## src/rtl/trak_quad_decoder.sv

```systemverilog
// Two-axis trackball quadrature front end: sync, stability filter, transition decode, 4-bit wrapping position.
// Optional digital-direction emulator compiled in with `define TRAK_QUAD_EMU_EN.
module trak_quad_decoder #(
    parameter int FILT_LEN = 4,
    parameter int EMU_DIV  = 12000
) (
    input  logic       clk_12mhz,
    input  logic       reset_n,
    input  logic       qx_a,
    input  logic       qx_b,
    input  logic       qy_a,
    input  logic       qy_b,
    input  logic       flip,
`ifdef TRAK_QUAD_EMU_EN
    input  logic       emu_en,
    input  logic       emu_left,
    input  logic       emu_right,
    input  logic       emu_up,
    input  logic       emu_down,
`endif
    output logic [7:0] trakball_o,
    output logic [1:0] dir_o,
    output logic       err_o
);

    if (FILT_LEN < 1 || FILT_LEN > 15) begin : g_bad_filt_len
        $error("FILT_LEN must be within 1..15");
    end
    if (EMU_DIV < 2) begin : g_bad_emu_div
        $error("EMU_DIV must be at least 2");
    end

    localparam logic [3:0] FILT_MAX = 4'(FILT_LEN);

    function automatic logic [1:0] step_fwd(input logic [1:0] s);
        return {~s[0], s[1]};
    endfunction

    function automatic logic [1:0] step_rev(input logic [1:0] s);
        return {s[0], ~s[1]};
    endfunction

    logic [1:0] phase_raw [2];
    logic [1:0] sync1_q   [2];
    logic [1:0] sync2_q   [2];
    logic [1:0] filt_in   [2];
    logic [1:0] filt_q    [2];
    logic [1:0] filt_d    [2];
    logic [3:0] stab_q    [2];
    logic [3:0] stab_d    [2];
    logic [1:0] acc_q     [2];
    logic [1:0] acc_d     [2];
    logic [3:0] pos_q     [2];
    logic [3:0] pos_d     [2];
    logic [1:0] ref_valid_q, ref_valid_d;
    logic [1:0] dir_q, dir_d;
    logic [1:0] ill;
    logic       err_q, err_d;

    assign phase_raw[0] = {qx_a, qx_b};
    assign phase_raw[1] = {qy_a, qy_b};

`ifdef TRAK_QUAD_EMU_EN
    localparam int PRE_W = $clog2(EMU_DIV);
    localparam logic [PRE_W-1:0] PRE_LAST = PRE_W'(EMU_DIV - 1);

    logic [PRE_W-1:0] pre_q [2];
    logic [PRE_W-1:0] pre_d [2];
    logic [1:0]       gen_q [2];
    logic [1:0]       gen_d [2];
    logic [1:0]       mv_fwd, mv_rev;

    assign mv_fwd = {emu_down, emu_right};
    assign mv_rev = {emu_up, emu_left};

    // Opposing or absent requests park the prescaler so motion starts a full period later.
    always_comb begin
        for (int i = 0; i < 2; i++) begin
            pre_d[i] = pre_q[i];
            gen_d[i] = gen_q[i];
            if (mv_fwd[i] ^ mv_rev[i]) begin
                if (pre_q[i] == PRE_LAST) begin
                    pre_d[i] = '0;
                    gen_d[i] = mv_fwd[i] ? step_fwd(gen_q[i]) : step_rev(gen_q[i]);
                end else begin
                    pre_d[i] = pre_q[i] + 1'b1;
                end
            end else begin
                pre_d[i] = '0;
            end
        end
    end

    always_ff @(posedge clk_12mhz or negedge reset_n) begin
        if (!reset_n) begin
            for (int i = 0; i < 2; i++) begin
                pre_q[i] <= '0;
                gen_q[i] <= 2'b00;
            end
        end else begin
            for (int i = 0; i < 2; i++) begin
                pre_q[i] <= pre_d[i];
                gen_q[i] <= gen_d[i];
            end
        end
    end

    always_comb begin
        for (int i = 0; i < 2; i++) begin
            filt_in[i] = emu_en ? gen_q[i] : sync2_q[i];
        end
    end
`else
    always_comb begin
        for (int i = 0; i < 2; i++) begin
            filt_in[i] = sync2_q[i];
        end
    end
`endif

    // A pair is accepted only while it still matches after FILT_LEN stable samples,
    // so a hold of FILT_LEN cycles or less is rejected.
    always_comb begin
        for (int i = 0; i < 2; i++) begin
            filt_d[i]      = filt_q[i];
            stab_d[i]      = stab_q[i];
            acc_d[i]       = acc_q[i];
            pos_d[i]       = pos_q[i];
            ref_valid_d[i] = ref_valid_q[i];
            dir_d[i]       = dir_q[i];
            ill[i]         = 1'b0;

            if (filt_in[i] != filt_q[i]) begin
                filt_d[i] = filt_in[i];
                stab_d[i] = 4'd1;
            end else if (stab_q[i] < FILT_MAX) begin
                stab_d[i] = stab_q[i] + 4'd1;
            end

            if ((filt_in[i] == filt_q[i]) && (stab_q[i] == FILT_MAX) &&
                (!ref_valid_q[i] || (filt_q[i] != acc_q[i]))) begin
                acc_d[i]       = filt_q[i];
                ref_valid_d[i] = 1'b1;
                if (ref_valid_q[i]) begin
                    if (filt_q[i] == step_fwd(acc_q[i])) begin
                        dir_d[i] = flip;
                        pos_d[i] = flip ? pos_q[i] - 4'd1 : pos_q[i] + 4'd1;
                    end else if (filt_q[i] == step_rev(acc_q[i])) begin
                        dir_d[i] = ~flip;
                        pos_d[i] = flip ? pos_q[i] + 4'd1 : pos_q[i] - 4'd1;
                    end else begin
                        ill[i] = 1'b1;
                    end
                end
            end
        end
        err_d = |ill;
    end

    always_ff @(posedge clk_12mhz or negedge reset_n) begin
        if (!reset_n) begin
            for (int i = 0; i < 2; i++) begin
                sync1_q[i] <= 2'b00;
                sync2_q[i] <= 2'b00;
                filt_q[i]  <= 2'b00;
                stab_q[i]  <= 4'd0;
                acc_q[i]   <= 2'b00;
                pos_q[i]   <= 4'd0;
            end
            ref_valid_q <= 2'b00;
            dir_q       <= 2'b00;
            err_q       <= 1'b0;
        end else begin
            for (int i = 0; i < 2; i++) begin
                sync1_q[i] <= phase_raw[i];
                sync2_q[i] <= sync1_q[i];
                filt_q[i]  <= filt_d[i];
                stab_q[i]  <= stab_d[i];
                acc_q[i]   <= acc_d[i];
                pos_q[i]   <= pos_d[i];
            end
            ref_valid_q <= ref_valid_d;
            dir_q       <= dir_d;
            err_q       <= err_d;
        end
    end

    assign trakball_o = {pos_q[1], pos_q[0]};
    assign dir_o      = dir_q;
    assign err_o      = err_q;

endmodule

```

## config.mk

```make
export PLATFORM = sky130hd
export DESIGN_NAME = trak_quad_decoder
export DESIGN_NICKNAME = d
export VERILOG_FILES = /design/src/rtl/trak_quad_decoder.sv
export SDC_FILE = /design/constraint.sdc
export NUM_CORES = 1
export LEC_CHECK = 0
export BUFFER_PORTS_ARGS = -buffer_cell sky130_fd_sc_hd__buf_2
export CAP_MARGIN = 20
export CORE_ASPECT_RATIO = 1.2
export CORE_UTILIZATION = 43
export DETAILED_ROUTE_END_ITERATION = 10
export HOLD_SLACK_MARGIN = 0.03
export PLACE_DENSITY = 0.7
export SYNTH_ARGS = -nofsm -noshare
export SYNTH_HDL_FRONTEND = slang
export SYNTH_SLANG_ARGS = --single-unit
```

## constraint.sdc

```tcl
create_clock -name clk_12mhz -period 2.3 [get_ports clk_12mhz]
set_clock_uncertainty 0.05 [all_clocks]
set_input_delay 0.23 -clock clk_12mhz [delete_from_list [all_inputs] [get_ports clk_12mhz]]
set_output_delay 0.23 -clock clk_12mhz [all_outputs]
set_load 0.01 [all_outputs]
```

# Word-level counts from Yosys, hierarchy flattened

Index checks and enable logic that the tools add are counted.

Output and inout bits: 11
Register bits after elaboration: 37
Logic and storage cells: 81

Mux-type cells: 24
Reductions and logical operators: 15
Equal/unequal tests: 12
Add/subtract/negate cells: 6
Magnitude comparators: 2
Bitwise operators: 5

Operator list:

| operator              | count |
|---|---|
| $mux W4               | 12 |
| $add A4 B1 Y4 const B | 4 |
| $eq A2 B2 Y1          | 6 |
| $mux W1               | 12 |
| $eq A4 B3 Y1 const B  | 2 |
| $lt A4 B3 Y1 const B  | 2 |
| $ne A2 B2 Y1          | 4 |
| $reduce_bool A2 Y1    | 4 |
| $sub A4 B1 Y4 const B | 2 |
| $reduce_and A3 Y1     | 2 |
| $not A1 Y1            | 5 |
| $logic_and A1 B1 Y1   | 4 |
| $logic_not A1 Y1      | 2 |
| $logic_or A1 B1 Y1    | 2 |
| $reduce_or A2 Y1      | 1 |

# Depth between registers and ports, before layout

Gate-level depths: netlist of run 1.

Word-level depth: 7
Mapped depth: 8

# Worst setup path before layout of run 1

No wires, ideal clock.

Path kind: reg-to-reg
From: register filt_q[2] (netlist bit)
To: register dir_q[0] (netlist: dir_o[0])
Data required time: 2125 ps
Cell stages (with the launch flop): 6
Library setup time: 125 ps
Data arrival time: 1581 ps
Path slack: 545 ps
Buffers on the path: 1
Clock period less this slack: 1755 ps
Cell sequence: dfrtp_1 -> xor2_1 -> nor4_4 -> and3_1 -> buf_6 -> mux2_2

Word-level cells in the longest chain between the ends: 4
Elaborated cells between the ends (all ways): 10
Those cells by class: 4 x eq/ne; 1 x mux; 5 x reduce/logical

Ends and longest elaborated chain:

| element                                                          | line     | source |
|---|---|---|
| start, declared                                                  | 47       | `logic [1:0] filt_q [2];` |
| start signal, assigned by index                                  | 177      | `filt_q[i] <= filt_d[i];` |
| $eq A2 B2 Y1 / $ne A2 B2 Y1 (equally long branches)              | 140, 141 |  |
| $logic_and A1 B1 Y1 / $logic_or A1 B1 Y1 (equally long branches) | 140, 141 |  |
| $logic_and A1 B1 Y1                                              | 140      | `if ((filt_in[i] == filt_q[i]) && (stab_q[i] == FILT_MAX) &&` |
| $reduce_and A3 Y1 (no source line)                               | -        |  |
| end signal, assigned                                             | 183      | `dir_q <= dir_d;` |
| end, declared                                                    | 56       | `logic [1:0] dir_q, dir_d;` |

Parallel ways exist; a longest one is shown, timed or not.
A chain may end at the register's enable or synchronous reset.

# Worst setup path after layout of run 1

Same ends and word-level chain as after synthesis.

==> results.py, run 1 <==
metrics = {
    "placement": {
        "place.gp.congestion": 0.759,
        "dp.cells": 214,
        "pre_cts_slack_ns": 0.355,
        "io_buffers": 17,
        "dpl.hpwl_um": 1840,
    },
    "global_routing": {
        "grt_max_degree": 38,
        "antenna_found_initial": 0,
        "grt_pass1_vias": 1054,
        "grt_use_total_pct": 13.9,
        "overflow": 0,
        "grt_first_pass_wirelength_um": 4380,
    },
    "clock_network": {
        "clock_latency_ns": 0.28,
        "cts_num_sinks": 37,
        "clkTransAtPathRegs_ns": 0.07,
        "cts_tree": "built",
        "cts-root-buf": "clkbuf_8",
        "cts_inserted_buffers": 5,
        "cts_setup_buffers": 0,
        "cts_buffer_depth": 2,
        "htree_num_levels": 2,
    },
    "drt": {
        "antenna_left": 0,
        "drt_pre_antenna_iters": 4,
        "wl_um": 2550,
        "vias": 1091,
        "wire_per_inst_um": 11.3,
        "dr.first_iter.drc_count": 40,
        "viasPerCell": 4.83,
        "drc": 0,
    },
    "timing": {
        "slew_violations": 0,
        "rsz0062_at_grt": "no",
        "fmax_mhz": 514,
        "period_needed_ns": 1.95,
        "maxSlewHeadroom_pct": 47.0,
        "fin_crit_sh_pct": 84.6,
        "hold_viol": 0,
        "setup_violations": 0,
        "tightest_slew_ns": 0.795,
        "postLayoutSetupSlackWorst_ns": 0.353,
        "setup_tns_ns": 0,
    },
    "layout": {
        "stdcell_count": 226,
        "multi_input_area_um2": 774,
        "n_fill_cell": 380,
        "diodes": 0,
        "final_nets": 187,
        "seq_area_um2": 926,
        "drive_above_1_share_pct": 24.4,
        "syn_to_final_growth_pct": 14.9,
    },
    "power_and_ir_drop": {
        "powerDensity_nw_per_um2": 653,
        "p_leak_nw": 0.942,
        "ir_drop_uv": 290,
    },
    "synth": {
        "synthesis.nets": 163,
        "synth_area_leaders": "dfrtp_1 52%, xor2_1 6.5%, ha_1 5.7%",
        "yosysWarnings": 0,
        "syn_area_um2": 1760,
        "postSynthCellCount": 148,
        "synth_seq_cells": 37,
        "yosysTopAreaCell": "dfrtp_1",
        "async_flop_share_pct": 100,
        "synth_edf_count": 0,
        "ys.flop_type": "dfrtp_1",
        "ys_types": 33,
        "ys_seq_area_share_pct": 52.5,
        "synth.avg_cell_area_um2": 11.9,
        "synth.top_cell.area_share_pct": 52.5,
    },
    "floorplan": {
        "io_pins": 18,
        "die_area_um2": 4360,
        "rows": 25,
        "die_h_um": 72.2,
        "coreArea_um2": 3940,
        "die_w_um": 60.5,
        "initial_core_util_pct": 44.8,
    },
    "critical_path": {
        "cp-startpoint": "filt_q[2]$_DFFE_PN0N_",
        "crit_type": "reg -> reg",
        "critPathTopFamily": "simple AND/OR/NAND/NOR gates",
        "cp_cell_sequence": "xor2_1 -> nor4_4 -> and3_1 -> mux2_2",
        "cp_slowest_cell": "dfrtp_1",
        "timing.critical_path.buf_inv": 0,
        "crit_required_ns": 2.42,
        "cp_slowest_stage_delay_ns": 0.43,
        "start_kind": "register",
        "cp-end-kind": "register",
        "cp_max_fo": 6,
        "cp.arrival_ns": 2.07,
        "r2r_start": "filt_q[2]$_DFFE_PN0N_",
    },
    "worst_hold_path": {
        "hold_class": "reg -> reg",
        "hp-start": "sync1_q[1]$_DFF_PN0_",
    },
    "outcome": {
        "status": "complete, no violations",
    },
    "flow_run": {
        "maxCapViolCount": 0,
    },
}
[cell usage after synthesis (2+ instances only)]
| library cell | number |
|---|---|
| dfrtp_1 | 37 |
| xor2_1 | 13 |
| inv_1 | 10 |
| nor2_1 | 10 |
| xnor2_1 | 10 |
| ha_1 | 8 |
| a21oi_1 | 6 |
| mux2_2 | 6 |
| nand2_1 | 6 |
| o21ai_0 | 5 |
| clkbuf_1 | 4 |
| or2_2 | 4 |
| nand3_1 | 3 |
| nor3_1 | 3 |
| nand2b_1 | 2 |
| nand4_1 | 2 |
| nor4_4 | 2 |
| or3b_1 | 2 |
[logic make-up after synthesis]
group	synth area share (%)
and+or+nand+nor	14.7
DFF	52.5
xor gates and xnor gates	12.3
adders and majority gates	5.67
buffers and inverters	3.62
muxes	3.83
AOI/OAI and AO/OA	7.38
[metal layers]
metal  wire length [um]  vias up  GRT usage [%]
met3                116        7           5.88
met1               1090      526           15.3
met2               1290       27           22.5
met4                 48        0           7.58
li1                   -      531              -
met5                  0        -              0
[worst reg2reg max path, stage by stage, from the launching register on]
cell     delay [ns]
dfrtp_1        0.43
xor2_1         0.21
nor4_4         0.37
and3_1         0.40
mux2_2         0.37
[what timing repair did]
item                                   4_1_cts  5_1_grt
hold buffers                                 5        0
endpoints found under the hold margin       41        0
setup endpoints to repair                    0        0
gates resized for setup                      0        0
[stage by stage]
| stage | power, W | area [um2] | hold slack, ns | utilization, % |
|---|---|---|---|---|
| finish | 0.00132 | 2030 | 0.297 | 51.4 |
| global route | 0.00140 | 2030 | 0.313 | 51.4 |
| CTS | 0.00135 | 2030 | 0.300 | 51.4 |
| detailed placement | 0.000890 | 1890 | 0.286 | 48.0 |
| global placement | 0.000877 | 1890 | 0.282 | 48.0 |
| floorplan | 0.000845 | 1760 | -0.116 | - |
[final timing paths]
| path | endpoint | slack (ns) | cells past startpoint |
|---|---|---|---|
| min in group asynchronous | trakball_o[7]$_DFFE_PN0P_ | 0.51 | 2 |
| max | dir_o[0]$_DFFE_PN0P_ | 0.35 | 4 |
| min reg2reg | filt_in[1]$_DFF_PN0_ | 0.30 | 0 |
| min | filt_in[1]$_DFF_PN0_ | 0.30 | 0 |
| max reg2reg | dir_o[0]$_DFFE_PN0P_ | 0.35 | 4 |
| max in group asynchronous | filt_in[3]$_DFF_PN0_ | 1.18 | 2 |
[final cells by class]
| type | count | area share, % |
|---|---|---|
| clock buffer | 7 | 4.26 |
| timing repair buffer | 22 | 6.67 |
| sequential | 37 | 45.7 |
| multi-input combinational | 96 | 38.2 |
| tap | 54 | 3.33 |
| inverter | 10 | 1.85 |
[placed cells by master (no fill, tap or decap), types with 6 or more instances in the layout]
master / instances
nor2_1: 10
dfrtp_1: 37
clkbuf_8: 6
inv_1: 10
buf_2: 17
xnor2_1: 10
a21oi_1: 6
mux2_2: 6
nand2_1: 6
xor2_1: 13
ha_1: 8
[where the power goes]
group	total (W)	internal, W	switching [W]
Sequential	0.000723	0.000689	0.0000335
Combinational	0.000158	0.0000731	0.0000848
Clock	0.000442	0.000237	0.000205
Total	0.00132	0.00100	0.000323
[flip-flops by register name, indices dropped and copies added, names as in the netlist]
name,count
err_o,1
stab_q,8
acc_q,4
sync1_q,4
filt_in,4
filt_q,4
dir_o,2
trakball_o,8
ref_valid_q,2
Note: power is estimated with default switching activity, not from simulation.
==> run 2, diff against run 1 <==
--- a/config.mk
+++ b/config.mk
@@ -5,13 +5,14 @@
 export SDC_FILE = /design/constraint.sdc
 export NUM_CORES = 1
 export LEC_CHECK = 0
+export ABC_AREA = 1
 export BUFFER_PORTS_ARGS = -buffer_cell sky130_fd_sc_hd__buf_2
 export CAP_MARGIN = 20
 export CORE_ASPECT_RATIO = 1.2
 export CORE_UTILIZATION = 43
 export DETAILED_ROUTE_END_ITERATION = 10
 export HOLD_SLACK_MARGIN = 0.03
-export PLACE_DENSITY = 0.7
+export PLACE_DENSITY = 0.72
 export SYNTH_ARGS = -nofsm -noshare
 export SYNTH_HDL_FRONTEND = slang
 export SYNTH_SLANG_ARGS = --single-unit
==> constraint.sdc (replaced) <==
create_clock -name clk_12mhz -period 1.6 [get_ports clk_12mhz]
set_clock_uncertainty 0.05 [all_clocks]
set_input_delay 0.16 -clock clk_12mhz [delete_from_list [all_inputs] [get_ports clk_12mhz]]
set_output_delay 0.16 -clock clk_12mhz [all_outputs]
set_load 0.01 [all_outputs]
==> run 2 against run 1 <==
Combinational power rose by 70%. Flip-flop and latch count did not move. Die area rose by 13%. Non-clock buffer count rose by 6. Count of clock-buffer cells in the layout did not move. Hold slack improved by 0.0020 ns. Via count rose by 50%. Sequential power rose by 41%. Routed wire length rose by 41%. Utilization rose by 2.6 points. Synthesized cell count rose by 76%. Critical endpoint unchanged.
==> results.py, run 2 <==
metrics = {
    "synth": {
        "synth_edf_count": 0,
        "synth.avg_cell_area_um2": 7.64,
        "synth.top_cell.area_share_pct": 46.4,
        "yosysWarnings": 0,
        "ys_types": 18,
        "postSynthCellCount": 261,
        "async_flop_share_pct": 100,
        "yosysTopAreaCell": "dfrtp_1",
        "synth.most_common_cell": "nand2_1",
        "ys.flop_type": "dfrtp_1",
        "synth_seq_cells": 37,
        "synth_area_leaders": "dfrtp_1 46%, nand2_1 18%, inv_1 6.8%",
        "syn_area_um2": 1990,
        "synth_common_cells": "96 x nand2_1, 37 x dfrtp_1, 36 x inv_1",
        "ys_seq_area_share_pct": 46.4,
        "synthesis.nets": 276,
    },
    "timing": {
        "postLayoutSetupSlackWorst_ns": 0.0775,
        "slew_violations": 0,
        "period_needed_ns": 1.52,
        "setup_tns_ns": 0,
        "hold_viol": 0,
        "rsz0062_at_grt": "yes",
        "fmax_mhz": 657,
        "fin_crit_sh_pct": 95.2,
        "tightest_slew_ns": 0.465,
        "setup_violations": 0,
        "hold_slack_ns": 0.299,
        "maxSlewHeadroom_pct": 69.0,
    },
    "layout": {
        "diodes": 0,
        "final_nets": 306,
        "syn_to_final_growth_pct": 18.1,
        "stdcell_count": 347,
        "drive_above_1_share_pct": 18.9,
        "final_common_cell": "nand2_1",
        "layout_common_cells": "95 x nand2_1, 37 x dfrtp_1, 32 x inv_1",
    },
    "global_routing": {
        "grt_max_degree": 38,
        "grt_pass1_vias": 1444,
        "overflow": 0,
        "antenna_found_initial": 0,
        "grt_use_total_pct": 16.1,
        "grt_first_pass_wirelength_um": 6090,
    },
    "critical_path": {
        "cp_max_fo": 5,
        "crit_required_ns": 1.74,
        "cp-end-kind": "register",
        "cp_slowest_cell": "dfrtp_1",
        "cp.arrival_ns": 1.66,
        "crit_type": "reg -> reg",
        "cp_cell_sequence": "inv_2 -> ha_4 -> nand3_2 -> nand3b_1 -> nor2_2 -> nand2_2 -> nand2_1 -> nand2_1",
        "cp_common_cell": "nand2_1",
        "critPathTopFamily": "simple AND/OR/NAND/NOR gates",
        "timing.critical_path.buf_inv": 1,
        "start_kind": "register",
        "cp_slowest_stage_delay_ns": 0.40,
    },
    "flow_run": {
        "maxCapViolCount": 0,
    },
    "outcome": {
        "status": "complete, no violations",
    },
    "floorplan": {
        "die_area_um2": 4920,
        "initial_core_util_pct": 45.8,
        "coreArea_um2": 4360,
        "die_h_um": 76.6,
        "io_pins": 18,
        "rows": 26,
        "die_w_um": 64.2,
    },
    "clock_network": {
        "clkTransAtPathRegs_ns": 0.08,
        "htree_num_levels": 2,
        "cts_inserted_buffers": 5,
        "clock_latency_ns": 0.29,
        "cts_buffer_depth": 2,
        "cts_num_sinks": 37,
        "cts-root-buf": "clkbuf_8",
        "cts_tree": "built",
    },
    "power_and_ir_drop": {
        "ir_drop_uv": 434,
        "powerDensity_nw_per_um2": 823,
        "power_w": 0.00194,
        "p_leak_nw": 1.20,
    },
    "drt": {
        "drc": 0,
        "viasPerCell": 4.72,
        "drt_pre_antenna_iters": 4,
        "vias": 1639,
        "wl_um": 3600,
        "dr.first_iter.drc_count": 36,
        "antenna_left": 0,
        "wire_per_inst_um": 10.4,
    },
    "placement": {
        "dp.cells": 330,
        "place.gp.congestion": 0.808,
        "pre_cts_slack_ns": 0.0239,
        "io_buffers": 17,
        "dpl.hpwl_um": 2530,
    },
    "worst_hold_path": {
        "hold_class": "reg -> reg",
    },
}
[run 2: cell types whose count changed after synthesis, sizes merged, moves of 4 or more]
| cell | previous run | this run |
|---|---|---|
| or2 | 4 | 0 |
| mux2 | 6 | 0 |
| nand3 | 4 | 18 |
| xnor2 | 10 | 4 |
| inv | 10 | 38 |
| nand2 | 6 | 105 |
| o21ai | 5 | 16 |
| nor2 | 10 | 15 |
| xor2 | 14 | 6 |
[run 2: what timing repair did]
action,in CTS,in global routing
hold buffers,5,0
buffers inserted,0,5
gates resized for setup,0,13
setup endpoints to repair,0,10
hold endpoints to repair,41,0
[run 2: report_power, final]
part / total, W / switching (W) / internal (W)
combinational: 0.000268 / 0.000160 / 0.000108
sequential: 0.00102 / 0.0000372 / 0.000978
clock: 0.000655 / 0.000314 / 0.000342
[run 2: worst paths after layout]
| kind | start | end | slack (ns) | cells past startpoint |
|---|---|---|---|---|
| max in group asynchronous | reset_n | trakball_o[6]$_DFFE_PN0P_ | 0.78 | 3 |
| worst min register to register | sync1_q[0]$_DFF_PN0_ | filt_in[0]$_DFF_PN0_ | 0.30 | 0 |
| worst max register to register | stab_q[4]$_DFFE_PN0P_ | dir_o[0]$_DFFE_PN0P_ | 0.08 | 8 |
| min in group asynchronous | reset_n | stab_q[5]$_DFFE_PN0P_ | 0.38 | 3 |
| worst max-delay path | stab_q[4]$_DFFE_PN0P_ | dir_o[0]$_DFFE_PN0P_ | 0.08 | 8 |
| worst min-delay path | sync1_q[0]$_DFF_PN0_ | filt_in[0]$_DFF_PN0_ | 0.30 | 0 |
[run 2: metal layers]
layer / global-route usage [%] / share of wire (%)
met5: 0 / 0
met2: 26.7 / 47
met4: 7.33 / 2.2
met1: 19.4 / 48
met3: 4.04 / 2.7
[run 2: through the flow]
step	utilization, %	cell area [um2]
finish	54.0	2360
global route	54.0	2360
CTS	52.2	2270
detailed placement	49.0	2140
global placement	49.0	2140
floorplan	-	1990
[run 2: layout make-up]
type | count | area [um2]
sequential | 37 | 926
inverter | 38 | 143
multi-input combinational | 181 | 951
clock buffer | 7 | 86.3
timing repair buffer | 28 | 180
fill | 432 | 2000
tap | 56 | 70.1
[run 2: kinds of logic (layout without fill, tap and decap cells)]
kind of cell,after synthesis,after routing,synth area share [%]
XOR/XNOR,10,10,4.39
AO/OA/AOI/OAI,23,23,5.77
buffers and inverters,43,73,8.16
flip-flops,37,37,46.4
AND/OR/NAND/NOR,140,140,30.2
adder cells (fa/ha/maj),8,8,5.02
==> run 3, diff against run 2 <==
--- a/config.mk
+++ b/config.mk
@@ -9,10 +9,11 @@
 export BUFFER_PORTS_ARGS = -buffer_cell sky130_fd_sc_hd__buf_2
 export CAP_MARGIN = 20
 export CORE_ASPECT_RATIO = 1.2
-export CORE_UTILIZATION = 43
+export CORE_UTILIZATION = 55
+export CTS_BUF_LIST = sky130_fd_sc_hd__clkbuf_8
 export DETAILED_ROUTE_END_ITERATION = 10
 export HOLD_SLACK_MARGIN = 0.03
-export PLACE_DENSITY = 0.72
+export PLACE_DENSITY = 0.87
 export SYNTH_ARGS = -nofsm -noshare
 export SYNTH_HDL_FRONTEND = slang
 export SYNTH_SLANG_ARGS = --single-unit
==> run 3 against run 2 <==
The flow now finishes with violations (design-rule violations). Register-to-register slack is essentially flat. Sequential power is essentially flat. Worst setup slack gained 0.0079 ns. Critical path type unchanged. Cell count shrank 4.9%. Critical path depth is the same. Power shrank 1.5%. Via count shrank 1.0%. Sequential share of layout area grew 0.20 points. Combinational power shrank 7%. Largest cell class unchanged. Design area shrank 0.37%. Flip-flop and latch count is the same. Count of clock-buffer cells in the layout shrank 2. Largest power group unchanged.
==> results.py, run 3 (synthesis results as in run 2) <==
metrics = {
    "outcome": {
        "status": "finished with violations",
        "violations": "design-rule violations",
    },
    "critical_path": {
        "reg2reg_depth": 8,
        "start_kind": "register",
        "cp_slowest_stage_delay_ns": 0.40,
        "crit_required_ns": 1.74,
        "timing.critical_path.buf_inv": 1,
        "cp_max_fo": 4,
        "critPathTopFamily": "simple AND/OR/NAND/NOR gates",
        "r2r_start": "stab_q[0]$_DFFE_PN0P_",
        "r2r_end": "dir_o[1]$_DFFE_PN0P_",
        "cp_cell_sequence": "inv_2 -> ha_4 -> nand3_2 -> nand3b_1 -> nor2_2 -> nand3_2 -> nand2_1 -> nand2_1",
        "cp-end-kind": "register",
        "path_depth": 8,
        "reg2reg_slack_ns": 0.09,
        "cp.arrival_ns": 1.66,
        "crit_type": "reg -> reg",
        "cp_slowest_cell": "dfrtp_1",
    },
    "timing": {
        "tightest_slew_ns": 0.454,
        "fmax_mhz": 660,
        "rsz0062_at_grt": "yes",
        "period_needed_ns": 1.51,
        "setup_violations": 0,
        "fin_crit_sh_pct": 94.7,
        "hold_viol": 0,
        "maxSlewHeadroom_pct": 69.8,
        "postLayoutSetupSlackWorst_ns": 0.0853,
        "slew_violations": 0,
    },
    "power_and_ir_drop": {
        "p_clk_share_pct": 33.9,
        "powerDensity_nw_per_um2": 814,
        "internal-power_w": 0.00138,
        "comb_power_share_pct": 13.1,
        "p_leak_nw": 1.21,
        "p_sw_w": 0.000531,
        "ir_drop_uv": 720,
        "seq_power_share_pct": 53.0,
        "swShare_pct": 27.8,
    },
    "placement": {
        "placed_area_um2": 2110,
        "pre_cts_slack_ns": 0.0415,
        "io_buffers": 17,
        "place.gp.congestion": 0.878,
        "dpl.hpwl_um": 2350,
    },
    "layout": {
        "final_nets": 307,
        "layout_common_cells": "93 x nand2_1, 36 x dfrtp_1, 31 x inv_1",
        "fin_area_um2": 2350,
        "syn_to_final_growth_pct": 17.7,
        "drive_above_1_share_pct": 20.5,
        "diodes": 0,
        "fin_util_pct": 69.1,
        "final_common_cell": "nand2_1",
    },
    "drt": {
        "wire_per_inst_um": 10.2,
        "viasPerCell": 4.92,
        "dr.first_iter.drc_count": 75,
        "drt_pre_antenna_iters": 7,
        "antenna_left": 0,
        "wl_um": 3370,
        "vias": 1622,
        "drc": 6,
    },
    "global_routing": {
        "grt_max_degree": 38,
        "grt_pass1_vias": 1460,
        "overflow": 0,
        "antenna_found_initial": 0,
        "grt_first_pass_wirelength_um": 5750,
        "grt_use_total_pct": 19.7,
    },
    "worst_hold_path": {
        "min_to": "dir_o[1]$_DFFE_PN0P_",
        "hp-start": "flip",
        "hold_depth": 5,
        "hold_class": "in -> reg",
    },
    "clock_network": {
        "cts_num_sinks": 37,
        "clock_latency_ns": 0.30,
        "cts_inserted_buffers": 5,
        "cts_tree": "built",
        "clkTransAtPathRegs_ns": 0.08,
        "htree_num_levels": 2,
        "cts-root-buf": "clkbuf_8",
        "cts_buffer_depth": 2,
    },
    "floorplan": {
        "initial_core_util_pct": 58.7,
        "io_pins": 18,
        "coreArea_um2": 3400,
        "die_w_um": 57.0,
        "die_area_um2": 3870,
        "rows": 23,
        "die_h_um": 68.0,
    },
    "flow_run": {
        "maxCapViolCount": 0,
    },
}
[run 3: cell types whose count changed in the layout (fill, tap and decap cells not counted), sizes merged]
cell and change:
clkinvlp +3, buf +1, clkbuf -2
[run 3: what timing repair did]
item                                    4_1_cts  5_1_grt
endpoints found under the setup margin        0       11
setup buffers                                 0        6
gates resized for setup                       0       17
endpoints found under the hold margin        41        0
hold buffers                                  5        0
[run 3: worst max-delay path by stage]
| stage | startpoint | endpoint | slack (ns) |
|---|---|---|---|
| after global placement | stab_q[4]$_DFFE_PN0P_ | dir_o[0]$_DFFE_PN0P_ | 0.05 |
| final | stab_q[0]$_DFFE_PN0P_ | dir_o[1]$_DFFE_PN0P_ | 0.09 |
| after floorplan | stab_q[0]$_DFFE_PN0P_ | trakball_o[7]$_DFFE_PN0P_ | 0.20 |
| after detailed placement | stab_q[4]$_DFFE_PN0P_ | dir_o[0]$_DFFE_PN0P_ | 0.04 |
| after global routing | stab_q[0]$_DFFE_PN0P_ | trakball_o[7]$_DFFE_PN0P_ | -0.06 |
| after CTS | stab_q[0]$_DFFE_PN0P_ | dir_o[1]$_DFFE_PN0P_ | 0.03 |
[run 3: power groups by stage]
stage	Clock [W]	Combinational [W]	Sequential, W
6_report	0.000648	0.000250	0.00101
3_3_place_gp	0	0.000212	0.00103
5_1_grt	0.000707	0.000291	0.00102
3_5_place_dp	0	0.000219	0.00103
2_1_floorplan	0	0.000165	0.00102
4_1_cts	0.000674	0.000230	0.00101
[run 3: worst register-to-register path: cells and delay by family (launching register included)]
kind / cells / cell delay, ns
buf+inv: 1 / 0.09
fa+ha+maj: 1 / 0.13
flops: 1 / 0.40
simple gates: 6 / 0.75
[run 3: stage by stage]
step                power [W]  setup TNS (ns)  std cells  hold WS [ns]
floorplan             0.00119               0        261        -0.186
global placement      0.00124               0        311         0.171
finish                0.00191               0        330         0.295
detailed placement    0.00125               0        311         0.176
CTS                   0.00191               0        324         0.287
global route          0.00202          -0.312        330         0.307
[run 3: layout make-up]
cell class | instances | area, um2
Sequential cell | 37 | 927
Tap cell | 37 | 46.3
Timing Repair Buffer | 29 | 191
Fill cell | 292 | 1050
Multi-Input combinational cell | 181 | 948
Inverter | 38 | 143
Clock buffer | 5 | 68.8
Clock inverter | 3 | 22.5
[run 3: routing by layer]
metal  vias up  track usage [%]  part of all wire, %
li1        857                -                    -
met1       744             23.7                   45
met2        16             33.1                   51
met3         5             5.29                  2.2
met4         0             9.76                  2.1
met5         -                0                    0
